--- src/rtl/mux5_scan_ctrl.sv ---
// mux5_scan_ctrl: round-robin scheduler for a 5:1 sample mux.
// Grants one requesting source at a time, waits SETTLE_CYCLES for the mux output to
// settle, captures it with its channel tag and presents it on a valid/ready port.
// Optional build macro MUX5_CH_MASK_EN adds a ch_mask input that qualifies req.
module mux5_scan_ctrl #(
    parameter int unsigned SETTLE_CYCLES = 2,
    parameter int unsigned DATA_W        = 12
) (
    input  logic              clk,
    input  logic              reset_n,
    input  logic              enable,
    input  logic [4:0]        req,
`ifdef MUX5_CH_MASK_EN
    input  logic [4:0]        ch_mask,
`endif
    output logic [4:0]        ack,
    output logic [2:0]        sel,
    input  logic [DATA_W-1:0] mux_data,
    output logic [DATA_W-1:0] out_data,
    output logic [2:0]        out_ch,
    output logic              out_valid,
    input  logic              out_ready,
    output logic              busy
);

    localparam int unsigned CntW = (SETTLE_CYCLES > 0) ? $clog2(SETTLE_CYCLES + 1) : 1;
    localparam logic [CntW-1:0] SettleInit = CntW'(SETTLE_CYCLES);

    typedef enum logic [1:0] {
        StIdle,
        StSettle,
        StHold
    } state_e;

    state_e            state_q, state_d;
    logic [2:0]        sel_q, sel_d;
    logic [2:0]        last_q, last_d;
    logic [CntW-1:0]   cnt_q, cnt_d;
    logic [DATA_W-1:0] data_q, data_d;
    logic [2:0]        ch_q, ch_d;
    logic              valid_q, valid_d;
    logic [4:0]        ack_q, ack_d;

    logic [4:0]        eff_req;
    logic [2:0]        grant;
    logic              grant_vld;
    logic [2:0]        cand;

`ifdef MUX5_CH_MASK_EN
    assign eff_req = req & ch_mask;
`else
    assign eff_req = req;
`endif

    // Round-robin search: first eligible request after the last served channel.
    always_comb begin
        grant     = 3'd0;
        grant_vld = 1'b0;
        cand      = last_q;
        for (int k = 0; k < 5; k++) begin
            cand = (cand == 3'd4) ? 3'd0 : cand + 3'd1;
            if (!grant_vld && eff_req[cand]) begin
                grant_vld = 1'b1;
                grant     = cand;
            end
        end
    end

    // Next-state and datapath updates for the grant/settle/hold sequence.
    always_comb begin
        state_d = state_q;
        sel_d   = sel_q;
        last_d  = last_q;
        cnt_d   = cnt_q;
        data_d  = data_q;
        ch_d    = ch_q;
        valid_d = valid_q;
        ack_d   = 5'b00000;
        case (state_q)
            StIdle: begin
                if (enable && grant_vld) begin
                    sel_d   = grant;
                    cnt_d   = SettleInit;
                    state_d = StSettle;
                end
            end
            StSettle: begin
                if (cnt_q == '0) begin
                    // Once granted, the sample is committed even if req has dropped.
                    data_d  = mux_data;
                    ch_d    = sel_q;
                    valid_d = 1'b1;
                    ack_d   = 5'b00001 << sel_q;
                    last_d  = sel_q;
                    state_d = StHold;
                end else begin
                    cnt_d = cnt_q - CntW'(1);
                end
            end
            StHold: begin
                if (valid_q && out_ready) begin
                    valid_d = 1'b0;
                    state_d = StIdle;
                end
            end
            default: state_d = StIdle;
        endcase
    end

    // State and output registers; last starts at 4 so channel 0 wins first.
    always_ff @(posedge clk or negedge reset_n) begin
        if (!reset_n) begin
            state_q <= StIdle;
            sel_q   <= 3'd0;
            last_q  <= 3'd4;
            cnt_q   <= '0;
            data_q  <= '0;
            ch_q    <= 3'd0;
            valid_q <= 1'b0;
            ack_q   <= 5'b00000;
        end else begin
            state_q <= state_d;
            sel_q   <= sel_d;
            last_q  <= last_d;
            cnt_q   <= cnt_d;
            data_q  <= data_d;
            ch_q    <= ch_d;
            valid_q <= valid_d;
            ack_q   <= ack_d;
        end
    end

    assign sel       = sel_q;
    assign ack       = ack_q;
    assign out_data  = data_q;
    assign out_ch    = ch_q;
    assign out_valid = valid_q;
    assign busy      = (state_q != StIdle);

endmodule

--- config.mk ---
export PLATFORM = sky130hd
export DESIGN_NAME = mux5_scan_ctrl
export DESIGN_NICKNAME = d
export VERILOG_FILES = /design/src/rtl/mux5_scan_ctrl.sv
export SDC_FILE = /design/constraint.sdc
export NUM_CORES = 1
export LEC_CHECK = 0
export ABC_AREA = 1
export BUFFER_PORTS_ARGS = -buffer_cell sky130_fd_sc_hd__buf_4
export CAP_MARGIN = 0
export CORE_ASPECT_RATIO = 1.2
export CORE_MARGIN = 3
export CORE_UTILIZATION = 51
export DETAILED_ROUTE_END_ITERATION = 10
export HOLD_SLACK_MARGIN = 0.05
export PLACE_DENSITY = 0.75
export SYNTH_ARGS = -nofsm -noshare
export SYNTH_HDL_FRONTEND = slang
export SYNTH_SLANG_ARGS = --single-unit
--- constraint.sdc ---
create_clock -name clk -period 4.5 [get_ports clk]
set_clock_uncertainty 0.15 [all_clocks]
set_input_delay 0.225 -clock clk [delete_from_list [all_inputs] [get_ports clk]]
set_output_delay 0.225 -clock clk [all_outputs]
set_load 0.01 [all_outputs]
==> impl_metrics.ini, run 1 <==
[finish]
fillers = 321
drive_above_1_share_pct = 24.21
layout.nets = 376
layout_common_cells = nand2_1 (97), buf_4 (46), inv_1 (41)
multi_input_area_um2 = 1072
final-seq-area_um2 = 726.9
area_growth_pct = 30.32
diodes = 0
final_common_cell = nand2_1

[sta]
setup_viol = 0
finalCritPeriodShare_pct = 78.21
fmax_mhz = 284.1
worst_slew_pin_slew_ns = 0.4858
setup_ws_ns = 0.9807
rsz0062_at_grt = no
fin_crit_ns = 3.519
fin_tns_setup_ns = 0
slew_headroom_pct = 67.27
hold_viol = 0
timing.final.max_slew_violations = 0
whs_ns = 0.06196

[run_status]
status = completed

[grt]
grt_first_pass_wirelength_mm = 8.376
overflow = 0
antenna_found_initial = 0
grt_pass1_vias = 1943
grt_max_degree = 30
grtUsageTotal_pct = 22.65

[hold_path]
hp-class = in -> reg

[synth]
synth_mux_area_share_pct = 0
async_flop_share_pct = 100.0
synth_xor_area_share_pct = 0
yosys.area_share.adder_pct = 5.614
synth_cells = 285
synth_compound_area_share_pct = 5.926
syn-cell-area_um2 = 2006
synthFlopType = dfrtp_1
ys_warn_count = 0
synth.distinct_cells = 31
synth-edff-count = 0
synthSimpleGateAreaFrac_pct = 41.92
synth_top_family_by_area = simple AND/OR/NAND/NOR gates
seq_area_frac_synth_pct = 36.24
synthesis.nets = 315
avgSynthCellArea_um2 = 7.037
ys_ff_latch = 29

[clock_network]
path_clk_slew_ns = 0.07
cts_sinks = 29
postCtsSetupBuffers = 0
cts_resized = 0
cts_tree = yes
clockBufferDepth = 2
root_buffer = clkbuf_8
cts_htree_levels = 2
cts_hold_buf = 13
cts_buffers = 5
clkLatencyLatePin_ns = 0.28

[setup_path]
reg2reg_to = sel[1]
cp.required_ns = 4.52
path_class = reg -> reg
r2r_start = last_q[0]
critPathCaptureType = register
ff2ff_setup_slack_ns = 0.98
worstPathMaxFanout = 11
setup.worst_path.end = sel[1]
cp-start-kind = register
crit_arrival_ns = 3.54
crit_start = last_q[0]
rr_worst_depth = 22

[floorplanning]
die-area_um2 = 4724
core_um2 = 3694
die_y_um = 74.70
row_count = 24
start_util_pct = 54.30
dieWidth_um = 63.25
ios = 46

[placement]
port_buffers = 45
hpwl_mm = 3.623
gp_congestion = 0.9221
dp_slack_ns = 0.9978

[run]
maxCapViolations = 0

[power]
intPower_w = 0.001079
power.density_nw_per_um2 = 855.8
power_leakage_nw = 1.471
p_sw_w = 0.001158
power.clock.fraction_pct = 10.5
sw_frac_of_total_pct = 51.78
sequentialPowerShare_pct = 19.7
worst_ir_drop_vdd_uv = 491.3
p_comb_share_pct = 69.8

[route]
wl_mm = 4.833
drc = 0
drt-initial-drc-count = 96
vias_per_cell = 4.977
detail-route-antenna-nets = 0
drtPass1Iterations = 4
num_vias = 1986
drt-wirelength-per-cell_um = 12.11
-- worst min path at each step --
stage | endpoint | depth (start not counted) | startpoint
final | out_valid | 4 | out_ready
after global routing | state_q[1] | 3 | out_ready
after CTS | out_valid | 4 | out_ready
after detailed placement | state_q[1] | 1 | reset_n
after global placement | state_q[1] | 1 | reset_n
after floorplan | ack[0] | 0 | reset_n
-- logic make-up (layout without fill, tap and decap cells) --
kind of cell,after synthesis,count (layout)
buf+inv,51,113
compound gates,19,19
flops,29,29
fa+ha+maj,9,9
simple gates,177,177
-- final cells by class --
cell class                      instances  share of cell area (%)
Tap cell                               52                   2.489
Clock buffer                            7                   3.686
Sequential cell                        29                   27.81
Multi-Input combinational cell        205                   41.02
Clock inverter                          1                  0.1915
Inverter                               46                   6.606
Timing Repair Buffer                   59                   18.19
-- Yosys cell counts (2+ instances only) --
master	n	area, µm²
ha_1	9	112.6
dfrtp_1	28	700.7
nand2_4	3	33.78
o21ai_1	2	10.01
o21ai_0	10	50.05
nor2_4	2	22.52
nand4_1	3	18.77
nor3_1	4	20.02
inv_2	4	15.01
buf_4	2	15.01
nor2_1	17	63.81
nand3_2	5	50.05
inv_1	41	153.9
clkbuf_1	2	7.510
nand3b_1	2	15.01
a21oi_1	2	10.01
nand3_1	31	155.2
nand2_2	9	56.30
nand2_1	97	364.1
-- per-layer routing --
metal | track usage, % | part of all wire [%] | up-vias
li1 | - | - | 1010
met1 | 24.76 | 40 | 901
met4 | 12.47 | 3.8 | 0
met3 | 5.373 | 5.6 | 16
met2 | 41.15 | 50 | 59
met5 | 0 | 0 | -
-- power by group through the flow --
stage | Combinational, W | Clock [W] | Sequential, W
after global routing | 0.00179 | 0.000252 | 0.000456
final | 0.00156 | 0.000236 | 0.000440
after global placement | 0.00153 | 0 | 0.000443
after floorplan | 0.00114 | 0 | 0.000465
after CTS | 0.00157 | 0.000239 | 0.000440
after detailed placement | 0.00155 | 0 | 0.000441
-- critical path: stages (launching register included) --
cell,delay (ns)
dfrtp_1,0.42
inv_1,0.12
ha_1,0.23
nand2_1,0.13
nand2_2,0.17
ha_1,0.37
inv_1,0.11
ha_1,0.23
or2_2,0.31
nand3_2,0.10
nand2_2,0.08
inv_1,0.11
nand3_2,0.08
nand2_1,0.11
nand2_1,0.07
nand2_1,0.10
nand2_1,0.07
nand3_1,0.10
nand2_2,0.07
nand2_4,0.10
inv_2,0.06
nand2_1,0.07
nand2_1,0.05
-- sequential cells by signal (all words and copies together), names as in the netlist --
name and cells:
last_q 3, cnt_q 2, out_ch 1, state_q 2, out_data 12, ack 5
out_valid 1, sel 3
-- per-stage QoR --
step	total power [W]	utilization (%)	cells	area, µm²
6_report	0.002237	70.77	399	2614
5_1_grt	0.002498	70.77	399	2614
4_1_cts	0.002246	70.77	399	2614
3_5_place_dp	0.001993	64.50	378	2382
3_3_place_gp	0.001973	64.50	378	2382
2_1_floorplan	0.001608	-	285	2006
No activity file was read; power rests on OpenSTA's default activity.
==> run 2: changes to the inputs <==
==> constraint.sdc (replaced) <==
create_clock -name clk -period 3.53 [get_ports clk]
set_clock_uncertainty 0.15 [all_clocks]
set_input_delay 0.1765 -clock clk [delete_from_list [all_inputs] [get_ports clk]]
set_output_delay 0.1765 -clock clk [all_outputs]
set_load 0.01 [all_outputs]
==> run 2 against run 1 <==
Compared with the run above:
- sequential cell count did not move
- critical path depth down 1
- clock-buffer cell count did not move
- final cell count up 1.3%
- via count shrank 1.3%
- power grew 32%
- combinational power up 31%
- highest routed layer unchanged
==> impl_metrics.ini, run 2 (same netlist as run 1, synthesis figures left out) <==
[run_status]
status = completed

[floorplanning]
dieWidth_um = 63.25
row_count = 24
ios = 46
start_util_pct = 54.30
core_um2 = 3694
die_y_um = 74.70
die-area_um2 = 4724

[finish]
largest_reg_flops = 12
drive_above_1_share_pct = 25.57
final_core_util_pct = 72.63
fillers = 301
layout_common_cells = nand2_1 (97), buf_4 (50), inv_1 (40)
area_growth_pct = 33.75
diodes = 0
layout.nets = 381
final_cells = 404
multi_input_area_um2 = 1085
final-seq-area_um2 = 728.2
final_common_cell = nand2_1

[clock_network]
cts_buffers = 5
clkLatencyLatePin_ns = 0.28
root_buffer = clkbuf_8
path_clk_slew_ns = 0.06
cts_htree_levels = 2
cts_sinks = 29
clockBufferDepth = 2
cts_tree = yes

[grt]
antenna_found_initial = 0
grtUsageTotal_pct = 22.34
grt_pass1_vias = 1796
overflow = 0
grt_max_degree = 30
grt_first_pass_wirelength_mm = 8.073

[route]
drtPass1Iterations = 4
detail-route-antenna-nets = 0
drt-wirelength-per-cell_um = 12.21
wl_mm = 4.931
drc = 0
num_vias = 1960
vias_per_cell = 4.851
drt-initial-drc-count = 109

[sta]
timing.final.max_slew_violations = 0
slew_headroom_pct = 63.70
setup_ws_ns = 0.2597
setup_viol = 0
finalCritPeriodShare_pct = 92.64
hold_viol = 0
worst_slew_pin_slew_ns = 0.5388
fin_crit_ns = 3.270
fmax_mhz = 305.8
whs_ns = 0.1448

[hold_path]
hp-class = in -> reg

[run]
maxCapViolations = 0

[power]
p_total_w = 0.002950
power_leakage_nw = 1.499
worst_ir_drop_vdd_uv = 513.9
power.density_nw_per_um2 = 1100

[placement]
post-place-cells = 380
hpwl_mm = 3.655
gp_congestion = 0.8824
port_buffers = 45
dp_slack_ns = 0.1171

[setup_path]
worstPathMaxFanout = 7
cp.required_ns = 3.55
cp-start-kind = register
path_class = reg -> reg
critPathCaptureType = register
crit_arrival_ns = 3.29
## run 2: worst max-delay path: stages (launching register included)
cell	delay [ns]
dfrtp_1	0.36
inv_1	0.12
ha_4	0.31
inv_1	0.08
ha_1	0.32
inv_1	0.11
ha_1	0.23
or2_2	0.31
nand3_2	0.10
nand2_2	0.08
inv_1	0.11
nand3_2	0.09
nand2_1	0.11
nand2_1	0.07
nand2_1	0.11
nand2_1	0.08
nand3_1	0.10
nand2_2	0.07
nand2_4	0.09
inv_2	0.05
nand2_1	0.06
nand2_1	0.05
## run 2: repair_timing
| action | 4_1_cts | 5_1_grt |
|---|---|---|
| setup buffers | 0 | 2 |
| hold buffers | 14 | 0 |
| resized for setup | 0 | 3 |
| endpoints found under the hold margin | 43 | 0 |
| setup endpoints to repair | 0 | 6 |
## run 2: metrics by stage
stage,instance area (µm²),TNS [ns]
4_1_cts,2654,0
3_5_place_dp,2397,0
2_1_floorplan,2006,0
6_report,2683,0
3_3_place_gp,2397,0
5_1_grt,2683,-0.02250
## run 2: cell type report
type | instances | share of cell area (%)
inverter | 46 | 6.437
tap | 52 | 2.425
clock buffer | 7 | 3.218
sequential | 29 | 27.15
multi-input combinational | 205 | 40.44
timing repair buffer | 64 | 19.22
clock inverter | 1 | 1.119
## run 2: path summary, 6_finish.rpt
kind / from / slack [ns] / depth (start not counted) / endpoint
setup / recovery: last_q[1] / 0.26 / 21 / sel[2]
hold / removal: enable / 0.14 / 5 / state_q[0]
setup reg to reg: last_q[1] / 0.26 / 21 / sel[2]
hold reg to reg: out_data[1] / 0.32 / 2 / out_data[1]
max in group asynchronous: reset_n / 2.68 / 2 / last_q[2]
min in group asynchronous: reset_n / 0.24 / 2 / state_q[0]
## run 2: where the power goes
part	switching [W]	internal [W]	leakage (nW)
Sequential	0.0000896	0.000469	0.364
Combinational	0.00127	0.000770	1.08
Clock	0.000126	0.000230	0.0585
Total	0.00148	0.00147	1.50
## run 2: per-layer routing
| layer | global-route usage (%) | wire length, µm |
|---|---|---|
| met1 | 25.10 | 1980 |
| met2 | 40.09 | 2502 |
| met3 | 4.776 | 262 |
| met4 | 12.47 | 186 |
| met5 | 0 | 0 |
==> run 3: changes to the inputs <==
--- a/config.mk
+++ b/config.mk
@@ -13,7 +13,7 @@
 export CORE_UTILIZATION = 51
 export DETAILED_ROUTE_END_ITERATION = 10
 export HOLD_SLACK_MARGIN = 0.05
-export PLACE_DENSITY = 0.75
+export PLACE_DENSITY = 0.76
 export SYNTH_ARGS = -nofsm -noshare
 export SYNTH_HDL_FRONTEND = slang
 export SYNTH_SLANG_ARGS = --single-unit
==> run 3 against run 2 <==
Compared with the run above:
- cell area is 0.84% lower
- utilization is 0.61 points lower
- sequential power is 2% higher
- via count hardly changed
- critical endpoint is now sel[1]
==> impl_metrics.ini, run 3 (same netlist as run 1, synthesis figures left out) <==
[run_status]
status = completed

[route]
num_vias = 1961
vias_per_cell = 4.866
drt-initial-drc-count = 120
drc = 0
drtPass1Iterations = 4
wl_mm = 5.137
detail-route-antenna-nets = 0
drt-wirelength-per-cell_um = 12.75

[placement]
hpwl_mm = 3.617
dp_slack_ns = 0.1140
port_buffers = 45
place_area_um2 = 2397
gp_congestion = 0.8654

[setup_path]
crit_slowest_cell = dfrtp_2
crit_buf_inv = 5
worstPathMaxFanout = 7
critPathCaptureType = register
r2r_start = last_q[0]
critPathTopFamily = simple AND/OR/NAND/NOR gates
cp-start-kind = register
path_cells = inv_2 -> ha_4 -> inv_1 -> ha_1 -> inv_1 -> ha_1 -> or2_2 -> nand3_2 -> nand2_2 -> inv_1 -> nand3_2 -> nand2_1 -> nand2_1 -> nand2_1 -> nand2_1 -> nand3_1 -> nand2_2 -> nand2_4 -> inv_2 -> nand2_1 -> nand2_1
cp.required_ns = 3.55
path_class = reg -> reg
crit_arrival_ns = 3.32
worst_path_largest_cell_delay_ns = 0.41
crit_top_cell = nand2_1
crit_start = last_q[0]

[clock_network]
cts_buffers = 5
clkLatencyLatePin_ns = 0.28
clockBufferDepth = 2
cts_tree = yes
root_buffer = clkbuf_8
path_clk_slew_ns = 0.06
cts_sinks = 29
cts_htree_levels = 2

[finish]
largest_reg_flops = 12
drive_above_1_share_pct = 25.64
diodes = 0
final_common_cell = nand2_1
fillers = 297
finalInstanceArea_um2 = 2660
area_growth_pct = 32.63
layout_common_cells = nand2_1 (97), buf_4 (49), inv_1 (40)
layout.nets = 380

[power]
power_leakage_nw = 1.490
worst_ir_drop_vdd_uv = 509.5
power.density_nw_per_um2 = 1093

[sta]
setup_ws_ns = 0.2363
hold_viol = 0
fin_crit_ns = 3.294
fmax_mhz = 303.6
setup_viol = 0
finalCritPeriodShare_pct = 93.31
timing.final.max_slew_violations = 0
worst_slew_pin_slew_ns = 0.4473
slew_headroom_pct = 69.86

[grt]
grt_pass1_vias = 1945
grt_first_pass_wirelength_mm = 8.528
antenna_found_initial = 0
grt_max_degree = 30
grtUsageTotal_pct = 23.47
overflow = 0

[floorplanning]
dieWidth_um = 63.25
die-area_um2 = 4724
start_util_pct = 54.30
core_um2 = 3694
die_y_um = 74.70
row_count = 24
ios = 46

[hold_path]
hp-class = in -> reg
hold_start = enable

[run]
maxCapViolations = 0
[run 3: cell types whose count changed in the layout (fill, tap and decap cells not counted), sizes merged]
cell | before | now
buf | 50 | 49
bufinv | 1 | 0
clkinv | 1 | 2
[run 3: worst paths after layout]
kind / endpoint / slack [ns] / cells after the start
setup / recovery: sel[1] / 0.24 / 21
max in group asynchronous: last_q[2] / 2.70 / 2
hold reg to reg: out_data[6] / 0.33 / 2
hold / removal: state_q[0] / 0.14 / 5
min in group asynchronous: ack[4] / 0.23 / 2
setup reg to reg: sel[1] / 0.24 / 21
[run 3: area by class of cell]
class | instances | area [µm²] | area share, %
multi-input combinational | 205 | 1085 | 40.78
sequential | 29 | 728.2 | 27.38
timing repair buffer | 63 | 508.0 | 19.10
inverter | 46 | 172.7 | 6.491
clock buffer | 7 | 96.34 | 3.622
tap | 52 | 65.06 | 2.446
clock inverter | 1 | 5.005 | 0.1881
[run 3: metal layers]
layer / up-vias / part of all wire (%) / global-route usage (%) / wire [µm]
met4: 0 / 3.3 / 11.51 / 169
met2: 61 / 51 / 44.08 / 2613
li1: 1014 / - / - / -
met5: - / 0 / 0 / 0
met3: 17 / 5.8 / 6.418 / 296
met1: 869 / 40 / 24.50 / 2058
[run 3: power breakdown]
part / switching [W] / internal [W] / total (W)
Clock: 0.000128 / 0.000176 / 0.000303
Combinational: 0.00127 / 0.000766 / 0.00204
Sequential: 0.0000997 / 0.000469 / 0.000569
[run 3: through the flow]
| step | hold slack [ns] | power (W) | setup TNS (ns) | std cells | utilization, % |
|---|---|---|---|---|---|
| 5_1_grt | 0.1674 | 0.003216 | -0.001165 | 403 | 72.02 |
| 3_3_place_gp | -0.03620 | 0.002508 | 0 | 380 | 64.91 |
| 2_1_floorplan | -0.2691 | 0.002050 | 0 | 285 | - |
| 6_report | 0.1436 | 0.002909 | 0 | 403 | 72.02 |
| 4_1_cts | 0.1425 | 0.002874 | 0 | 402 | 71.44 |
| 3_5_place_dp | -0.03618 | 0.002553 | 0 | 380 | 64.91 |
[run 3: what timing repair did]
action                     CTS  global route
hold endpoints to repair    43             0
resized for setup            0             3
setup endpoints to repair    0             6
setup buffers                0             1
hold buffers                14             0
[run 3: tightest hold or removal path, cell delays in order]
cell     delay [ns]
buf_4          0.11
inv_1          0.04
nor2_1         0.06
nand2_4        0.10
nand2_2        0.05
